**config.mk**
```make
export PLATFORM = sky130hd
export DESIGN_NAME = cdma_dc_fifo_128x6
export DESIGN_NICKNAME = d
export VERILOG_FILES = /design/src/rtl/cdma_dc_fifo_128x6.sv
export SDC_FILE = /design/constraint.sdc
export NUM_CORES = 1
export LEC_CHECK = 0
export CAP_MARGIN = 30
export CORE_UTILIZATION = 35
export CTS_CLUSTER_DIAMETER = 200
export DETAILED_ROUTE_END_ITERATION = 8
export PLACE_DENSITY_LB_ADDON = 0.15
export RECOVER_POWER = 50
export SLEW_MARGIN = 20
export SYNTH_ARGS = -nofsm -noshare
export SYNTH_HDL_FRONTEND = slang
export SYNTH_SLANG_ARGS = --single-unit
```
**constraint.sdc**
```tcl
create_clock -name clk -period 7.9 [get_ports clk]
set_clock_uncertainty 0.2 [all_clocks]
set_input_delay 1.185 -clock clk [delete_from_list [all_inputs] [get_ports clk]]
set_output_delay 1.185 -clock clk [all_outputs]
set_load 0.1 [all_outputs]
```
**src/rtl/cdma_dc_fifo_128x6.sv**
```systemverilog
// 128x6 valid/ready tag FIFO: registered write stage, 128-entry RAM, read prefetch plus output register.
// Build option CDMA_DC_FIFO_CLK_GATE_EN: state flops only advance while the gate condition is active.
module cdma_dc_fifo_128x6 (
   input  logic        clk,
   input  logic        reset_,
   input  logic        wr_req,
   output logic        wr_ready,
   input  logic [5:0]  wr_data,
   output logic        rd_req,
   input  logic        rd_ready,
   output logic [5:0]  rd_data,
   input  logic [31:0] pwrbus_ram_pd
);

   logic [5:0] ram [0:127];

   logic       in_vld_reg, in_vld_next;
   logic [5:0] in_data_reg;
   logic [6:0] wr_adr_reg;
   logic [7:0] wr_count_reg, wr_count_next;
   logic       wr_ready_reg, wr_ready_next;
   logic       wr_pop_reg;
   logic       rd_push_reg;
   logic [7:0] rd_count_reg, rd_count_next;
   logic [6:0] rd_adr_reg, ram_ra;
   logic       pf_vld_reg;
   logic [5:0] pf_data_reg;
   logic       rd_req_reg, rd_req_next;
   logic [5:0] rd_data_reg;

   logic wr_accept, wr_reserving, ram_we;
   logic out_pop, rd_popping, rd_enable, state_en;

   // Write side: the input register drains into RAM whenever RAM still has room.
   assign wr_accept     = wr_req && wr_ready_reg;
   assign wr_reserving  = in_vld_reg && (wr_count_reg != 8'd128);
   assign ram_we        = !reset_ && (wr_reserving || (1'b0 && (|pwrbus_ram_pd)));
   assign wr_count_next = wr_count_reg + {7'd0, wr_reserving} - {7'd0, wr_pop_reg};
   assign in_vld_next   = wr_accept || (in_vld_reg && !wr_reserving);
   // Stop accepting only when the captured word would be stuck behind a full RAM.
   assign wr_ready_next = !(in_vld_next && (wr_count_next == 8'd128));

   // Read side: prefetch slot refills from RAM whenever it is empty or being moved out.
   assign out_pop       = rd_req_reg && rd_ready;
   assign rd_popping    = pf_vld_reg && !(rd_req_reg && !rd_ready);
   assign rd_count_next = rd_count_reg + {7'd0, rd_push_reg} - {7'd0, rd_popping};
   assign rd_enable     = (rd_count_next != 8'd0) && (!pf_vld_reg || rd_popping);
   assign ram_ra        = rd_popping ? (rd_adr_reg + 7'd1) : rd_adr_reg;
   assign rd_req_next   = pf_vld_reg || (rd_req_reg && !rd_ready);

`ifdef CDMA_DC_FIFO_CLK_GATE_EN
   // Gated clock modelled as a flop enable; every state change falls inside this condition.
   assign state_en = wr_accept || wr_reserving || rd_push_reg || rd_popping || wr_pop_reg ||
                     in_vld_reg || (wr_ready_next != wr_ready_reg) || out_pop || reset_;
`else
   assign state_en = 1'b1;
`endif

   always_ff @(posedge clk) begin
      if (reset_) begin
         in_vld_reg   <= 1'b0;
         in_data_reg  <= 6'd0;
         wr_adr_reg   <= 7'd0;
         wr_count_reg <= 8'd0;
         wr_ready_reg <= 1'b1;
         wr_pop_reg   <= 1'b0;
         rd_push_reg  <= 1'b0;
         rd_count_reg <= 8'd0;
         rd_adr_reg   <= 7'd0;
         pf_vld_reg   <= 1'b0;
         rd_req_reg   <= 1'b0;
         rd_data_reg  <= 6'd0;
      end else if (state_en) begin
         in_vld_reg   <= in_vld_next;
         if (wr_accept)
            in_data_reg <= wr_data;
         if (wr_reserving)
            wr_adr_reg <= wr_adr_reg + 7'd1;
         wr_count_reg <= wr_count_next;
         wr_ready_reg <= wr_ready_next;
         wr_pop_reg   <= out_pop;
         rd_push_reg  <= wr_reserving;
         rd_count_reg <= rd_count_next;
         if (rd_popping)
            rd_adr_reg <= rd_adr_reg + 7'd1;
         pf_vld_reg   <= (rd_count_next != 8'd0);
         rd_req_reg   <= rd_req_next;
         if (rd_popping)
            rd_data_reg <= pf_data_reg;
      end
   end

   always_ff @(posedge clk) begin
      if (ram_we)
         ram[wr_adr_reg] <= in_data_reg;
   end

   always_ff @(posedge clk) begin
      if (rd_enable && !reset_)
         pf_data_reg <= ram[ram_ra];
   end

   assign wr_ready = wr_ready_reg;
   assign rd_req   = rd_req_reg;
   assign rd_data  = rd_data_reg;

endmodule

```
# After elaboration in Yosys (flattened, before gate mapping)
# Memory sizes are Yosys's and may differ from the RTL's. A register that Yosys moved wholly into a read port is not among the register bits.
# Index checks and enable logic that the tools add are counted.
# Widths: inputs -> output; s select.
[classes]
add_sub_neg = 6
eq_ne = 2
n_mux = 3
reduce_logical = 20
[op_table]
columns = ["operator", "count"]
rows = [
  ["$add 8x1->8", 2],
  ["$sub 8x1->8", 2],
  ["$add 7x1->7 const B", 2],
  ["$logic_and 1x1->1", 10],
  ["$eq 8x8->1 const B", 1],
  ["$ne 8x8->1 const B", 1],
  ["$reduce_bool 8->1", 1],
  ["$mux 7", 1],
  ["$logic_not 1->1", 6],
  ["$logic_or 1x1->1", 3],
  ["$mux 1", 2],
]
[totals]
register_bits = 48
mem_bits_rw = 768
in_bits = 42
output_inout_bits = 8
wordCells = 44
mem_count = 1
[memory_table]
columns = ["name", "words", "word_bits", "rd", "rd_ports_with_merged_regs", "wr", "line", "rtl"]
rows = [
  ["ram", 128, 6, 1, 1, 1, "15", "logic [5:0] ram [0:127];"],
]

# Longest topological paths before layout
[depth]
ltp_word = 8
mapped_depth = 20
mapped_depth_nobuf = 19

# Worst setup path before layout
# Ideal clock, no wire load.
[synth_timing]
path_type = "input port to flip-flop"
from = "input rd_ready"
to = "register pf_data_reg[0] (read register of ram) (enable)"
setup_time_ns = 0.381
arrival_time_ns = 4.650
required_ns = 7.319
slack_ns = 2.669
path_stages = 19
n_path_buf = 3
cell_sequence = "nand2b_1 > buf_4 > nand2_1 > inv_2 > buf_1 > buf_1 > ha_1 > inv_1 > ha_1 > inv_1 > fa_1 > inv_1 > a21oi_1 > o21bai_1 > a21o_1 > a21o_1 > xor2_1 > nor3_1 > a221oi_1"
[synth_via]
elab_chain_cells = 8
word_cells_on_any_way = 10
classes_between = "add/sub: 1; mux: 1; reduce/logical: 8"
[synth_rtl]
columns = ["item", "line", "rtl"]
rows = [
  ["start, declared", "10", "input logic rd_ready,"],
  ["$logic_not 1->1 *", "45", "assign rd_popping = pf_vld_reg && !(rd_req_reg && !rd_ready);"],
  ["$logic_and 1x1->1 *", "45", ""],
  ["$logic_not 1->1 *", "45", ""],
  ["$logic_and 1x1->1 *", "45", ""],
  ["$sub 8x1->8", "46", "assign rd_count_next = rd_count_reg + {7'd0, rd_push_reg} - {7'd0, rd_popping};"],
  ["$reduce_bool 8->1", "47", "assign rd_enable = (rd_count_next != 8'd0) && (!pf_vld_reg || rd_popping);"],
  ["$logic_and 1x1->1", "47", ""],
  ["$logic_and 1x1->1", "99", "if (rd_enable && !reset_)"],
  ["end, declared", "27", "logic [5:0] pf_data_reg;"],
]
# Every way passes the cells marked *; elsewhere a longest branch is shown, timed or not.
# A chain may end at the register's enable or synchronous reset.

# Final worst setup path
[layout_timing]
from = "input rd_ready"
to = "register pf_data_reg[1] (read register of ram) (data pin)"
# The elaborated chain is that of the path after synthesis.

==> results by stage <==
Synth:
- Summing the areas of all compound-gate instances in the mapped netlist gives 8.752% of the synthesized area.
- The synthesized instance count is 2,498.
- The dominant combinational cell family by area after synthesis is simple AND/OR/NAND/NOR gates.
- The number of synthesis warnings is 0.
- The flip-flop and latch count after synthesis is 822.
- The main flop type after synthesis is sky130_fd_sc_hd__edfxtp_1.
- Summed over all instances, the cell type with the most area after synthesis is sky130_fd_sc_hd__edfxtp_1.
- The share of synthesized registers carrying an async set or reset is 0%.
- The cell area that synthesis handed to floorplanning was between 30,000 and 40,000 sq um.
- Ranked by total cell area, the synthesized netlist is headed by sky130_fd_sc_hd__edfxtp_1 67%, sky130_fd_sc_hd__nand2_1 3.8%, sky130_fd_sc_hd__mux2i_1 3.8%, sky130_fd_sc_hd__dfxtp_1 2.8%, sky130_fd_sc_hd__mux4_2 2.3%.
- The synthesized netlist devotes 0.8759% of its cell area to adder and majority cells.
- Yosys mapped a number of flops with a built-in enable equal to 774.
- The number of distinct library cell variants in the gate-level netlist after synthesis is 65.
- The share of the synthesized area in the top cell type is 67.23%.
- Sequential cells were found to cover 70.01% of the synthesized design area.
- The xor and xnor fraction of the mapped netlist area is 0.6551%.
- The post-synthesis average cell area is 13.84 sq um.
- The post-synth net total is 2,563.
- The post-synthesis share of cell area spent on and, or, nand and nor gates is a little over 10%.
- After synthesis, the share of cell area in mux cells is 6.591%.

Timing:
- After routing, the total negative slack on setup checks comes to 0 ns.
- The worst path setup slack after routing is 1.449 ns.
- Setup repair after global routing left no endpoint under its margin.
- Setup violations remaining at the end of the flow were counted as 0.
- Timing would allow up to 155.0 MHz.
- Dividing the final minimum period by the clock period gives 81.66%.
- The hold violation total from the final report is 0.
- At the pin with the least slew margin, the transition time is 3.973 ns.
- The final number of max-transition violations came to 856.
- The worst hold margin is 0.2605 ns.
- Measured against its own limit, the worst slew margin works out to -164.9%.
- The final critical path time including I/O delays and setup is 6.451 ns.

Floorplanning:
- For this design the top-level I/O count stands at 50.
- In this run the core area contains 114 standard-cell rows.
- The die span in y is 316.3 microns.
- The core region area is 97,280 sq um.
- The die covers 100,000 sq um.
- The initial core utilization is 35.54%.
- The die extent in x is 316.3 microns.

Global route:
- Entering global routing, the biggest net connects 100 pins.
- The number of antenna violations at the first check in global routing is 1.
- The via count of the first global-routing pass is 21,050.
- The total congestion overflow is 0.
- The global-route total usage across every layer is around a fifth.
- The wire length of the first global-routing pass is ~140,000 microns.

CTS:
- The clock tree synthesis step divided the H-tree into 3 levels.
- Clock tree synthesis found a total of slightly above 800 sinks.
- The clock reaches the later pin of the worst-skew pair after 0.66 ns.
- The number of instances resized during post-cts repair is 0.
- The cell sitting at the root of the clock tree is a sky130_fd_sc_hd__clkbuf_16.
- In this run, post-CTS hold repair placed 0 buffers.
- The TritonCTS clock tree is built.
- Once the clock tree was built, the setup fixing pass inserted 0 buffers.
- The clock buffer count from CTS is 91.
- The clock-pin slew of the registers on the worst-case setup and hold paths is 0.06 ns.
- The clock passes through at most 3 buffers.

Route:
- The number of DRC violations after detailed routing is 0.
- The first detailed-routing pass took 5 iterations.
- The number of nets with antenna violations after routing is 0.
- The routed wirelength normalized by instance count is 25.03 microns.
- After detailed routing, the total wire length is 96,280 microns.
- The total vias in the final route is 21,270.
- The initial DRC count is 1,763.
- In the routed layout, each cell is associated on average with a via count of 5.531.

Status:
- The final reports fail on capacitance limit, slew limit.
- The flow ran to the end, but the final reports show violations.

Placed design:
- The placed wire-length estimate after detailed placement is approximately 59,000 microns.
- The final weighted congestion in routability-driven placement is 0.8006.
- The area of placed instances is 36,120 sq um.
- The count of input and output buffers is 17.
- After detailed placement, the design holds a cell count of 3,679.
- At the placement stage, the worst setup path has a slack of 1.729 ns.

Worst setup path:
- The startpoint kind of the worst setup timing path is a primary input.
- The largest incremental delay on the critical path is approximately 1.5 ns.
- The slowest stage of the critical path is the sky130_fd_sc_hd__clkbuf_1 cell.
- STA classifies the critical path endpoint as a register.
- The kind of critical path is primary input to register.
- The critical path goes through dlygate4sd3_1, nand2b_1, nand4_1, xor2_2, clkbuf_1, nand2_1, nor2_1, a2111oi_0, buf_4, nand3_1, a31oi_1.
- The critical path data required time is 8.07 ns.
- The maximum fanout along the worst path is 30.
- The arrival time of data at the critical path endpoint is 6.62 ns.

Cells and area:
- After the flow finishes, the layout carries non-filler instances totaling 3,846.
- Leaving out fill and tap cells, the most frequent cell in the layout is sky130_fd_sc_hd__edfxtp_1.
- The top cell types in the final layout, fill and taps aside, are 774 x sky130_fd_sc_hd__edfxtp_1, 352 x sky130_fd_sc_hd__nand2_1, 181 x sky130_fd_sc_hd__nor2_1.
- The relative area change from synthesis to final layout is 12.69%.
- After the last flow step, the layout net total stands at 2,562.
- The share of post-route cells with drive strength above 1 is 10.00%.
- The finished cells cover 38,950 sq um.
- The number of antenna diodes in the final layout is 0.
- The flip-flop count of the largest register after layout is 768.

Worst hold path:
- In this run the worst hold path is classified as register to register.

Flow run:
- Across the run, the number of max-cap violations was 14.

Pwr:
- IR analysis of the VDD net gives a maximum drop of 143.2 uV.
- Dividing total power by cell area gives a power density of ~270 nW/um^2.
- The leakage power total is around 0.013 uW.
==> critical path: cells and delay by family <==
family,cells,cell delay [ns]
AND/OR/NAND/NOR,5,2.63
XOR/XNOR,1,0.19
buffers and inverters,3,2.29
AO/OA/AOI/OAI,2,0.31
==> final timing paths <==
check,to,startpoint,depth (start not counted),slack (ns)
max,pf_data_reg[1],rd_ready,11,1.45
max reg2reg,pf_data_reg[1],rd_adr_reg[0],12,1.68
min reg2reg,rd_data[4],rd_data[4],2,0.26
min,rd_data[4],rd_data[4],2,0.26
==> synthesized netlist by cell type (6+ instances only) <==
| library cell | n |
|---|---|
| sky130_fd_sc_hd__a211oi_1 | 60 |
| sky130_fd_sc_hd__a21o_1 | 7 |
| sky130_fd_sc_hd__a21oi_1 | 81 |
| sky130_fd_sc_hd__a221oi_1 | 49 |
| sky130_fd_sc_hd__a311oi_1 | 40 |
| sky130_fd_sc_hd__a31oi_1 | 44 |
| sky130_fd_sc_hd__and2_1 | 6 |
| sky130_fd_sc_hd__and3_1 | 50 |
| sky130_fd_sc_hd__buf_1 | 12 |
| sky130_fd_sc_hd__buf_2 | 79 |
| sky130_fd_sc_hd__buf_4 | 12 |
| sky130_fd_sc_hd__clkbuf_1 | 64 |
| sky130_fd_sc_hd__dfxtp_1 | 48 |
| sky130_fd_sc_hd__edfxtp_1 | 774 |
| sky130_fd_sc_hd__ha_1 | 21 |
| sky130_fd_sc_hd__inv_1 | 27 |
| sky130_fd_sc_hd__mux2_2 | 13 |
| sky130_fd_sc_hd__mux2i_1 | 132 |
| sky130_fd_sc_hd__mux4_2 | 36 |
| sky130_fd_sc_hd__nand2_1 | 354 |
| sky130_fd_sc_hd__nand3_1 | 93 |
| sky130_fd_sc_hd__nand4_1 | 21 |
| sky130_fd_sc_hd__nor2_1 | 182 |
| sky130_fd_sc_hd__nor2b_1 | 31 |
| sky130_fd_sc_hd__nor3_1 | 42 |
| sky130_fd_sc_hd__o211ai_1 | 6 |
| sky130_fd_sc_hd__o21ai_0 | 24 |
| sky130_fd_sc_hd__o22ai_1 | 60 |
| sky130_fd_sc_hd__o311ai_0 | 11 |
| sky130_fd_sc_hd__o31ai_1 | 6 |
| sky130_fd_sc_hd__or3_1 | 14 |
| sky130_fd_sc_hd__xnor2_1 | 13 |
| sky130_fd_sc_hd__xor2_1 | 11 |
==> through the flow <==
stage          utilization [%]  power [uW]
2_1_floorplan                -        5910
3_3_place_gp             37.12        6299
3_5_place_dp             37.13        6321
4_1_cts                  40.08       10460
5_1_grt                  40.04       10750
6_report                 40.04       10370
==> cell type report <==
| class | instances | area (sq um) |
|---|---|---|
| Fill cell | 9079 | 58320 |
| Sequential cell | 822 | 24210 |
| Multi-Input combinational cell | 1475 | 9513 |
| Clock buffer | 107 | 2359 |
| Tap cell | 1276 | 1597 |
| Timing Repair Buffer | 78 | 654.4 |
| Clock inverter | 59 | 518.0 |
| Inverter | 29 | 108.9 |
==> routing by layer <==
metal  GRT usage [%]  vias up  wire, microns
met5               0        -              0
met4           5.278        0           1865
met3           2.675      120           4968
met2           31.23      569          45920
met1           27.20    10940          43530
li1                -     9641              -
==> logic make-up (layout without fill, tap and decap cells) <==
| family | Yosys count | in the layout |
|---|---|---|
| flops | 822 | 822 |
| fa+ha+maj | 23 | 23 |
| mux | 181 | 181 |
| buf+inv | 201 | 273 |
| xor+xnor | 25 | 25 |
| simple gates | 812 | 812 |
| compound gates | 434 | 434 |
==> where the power goes <==
| group | switching [uW] | internal [uW] |
|---|---|---|
| Combinational | 851 | 475 |
| Sequential | 69.6 | 4840 |
| Clock | 1740 | 2390 |
No activity file was read; power rests on OpenSTA's default activity.
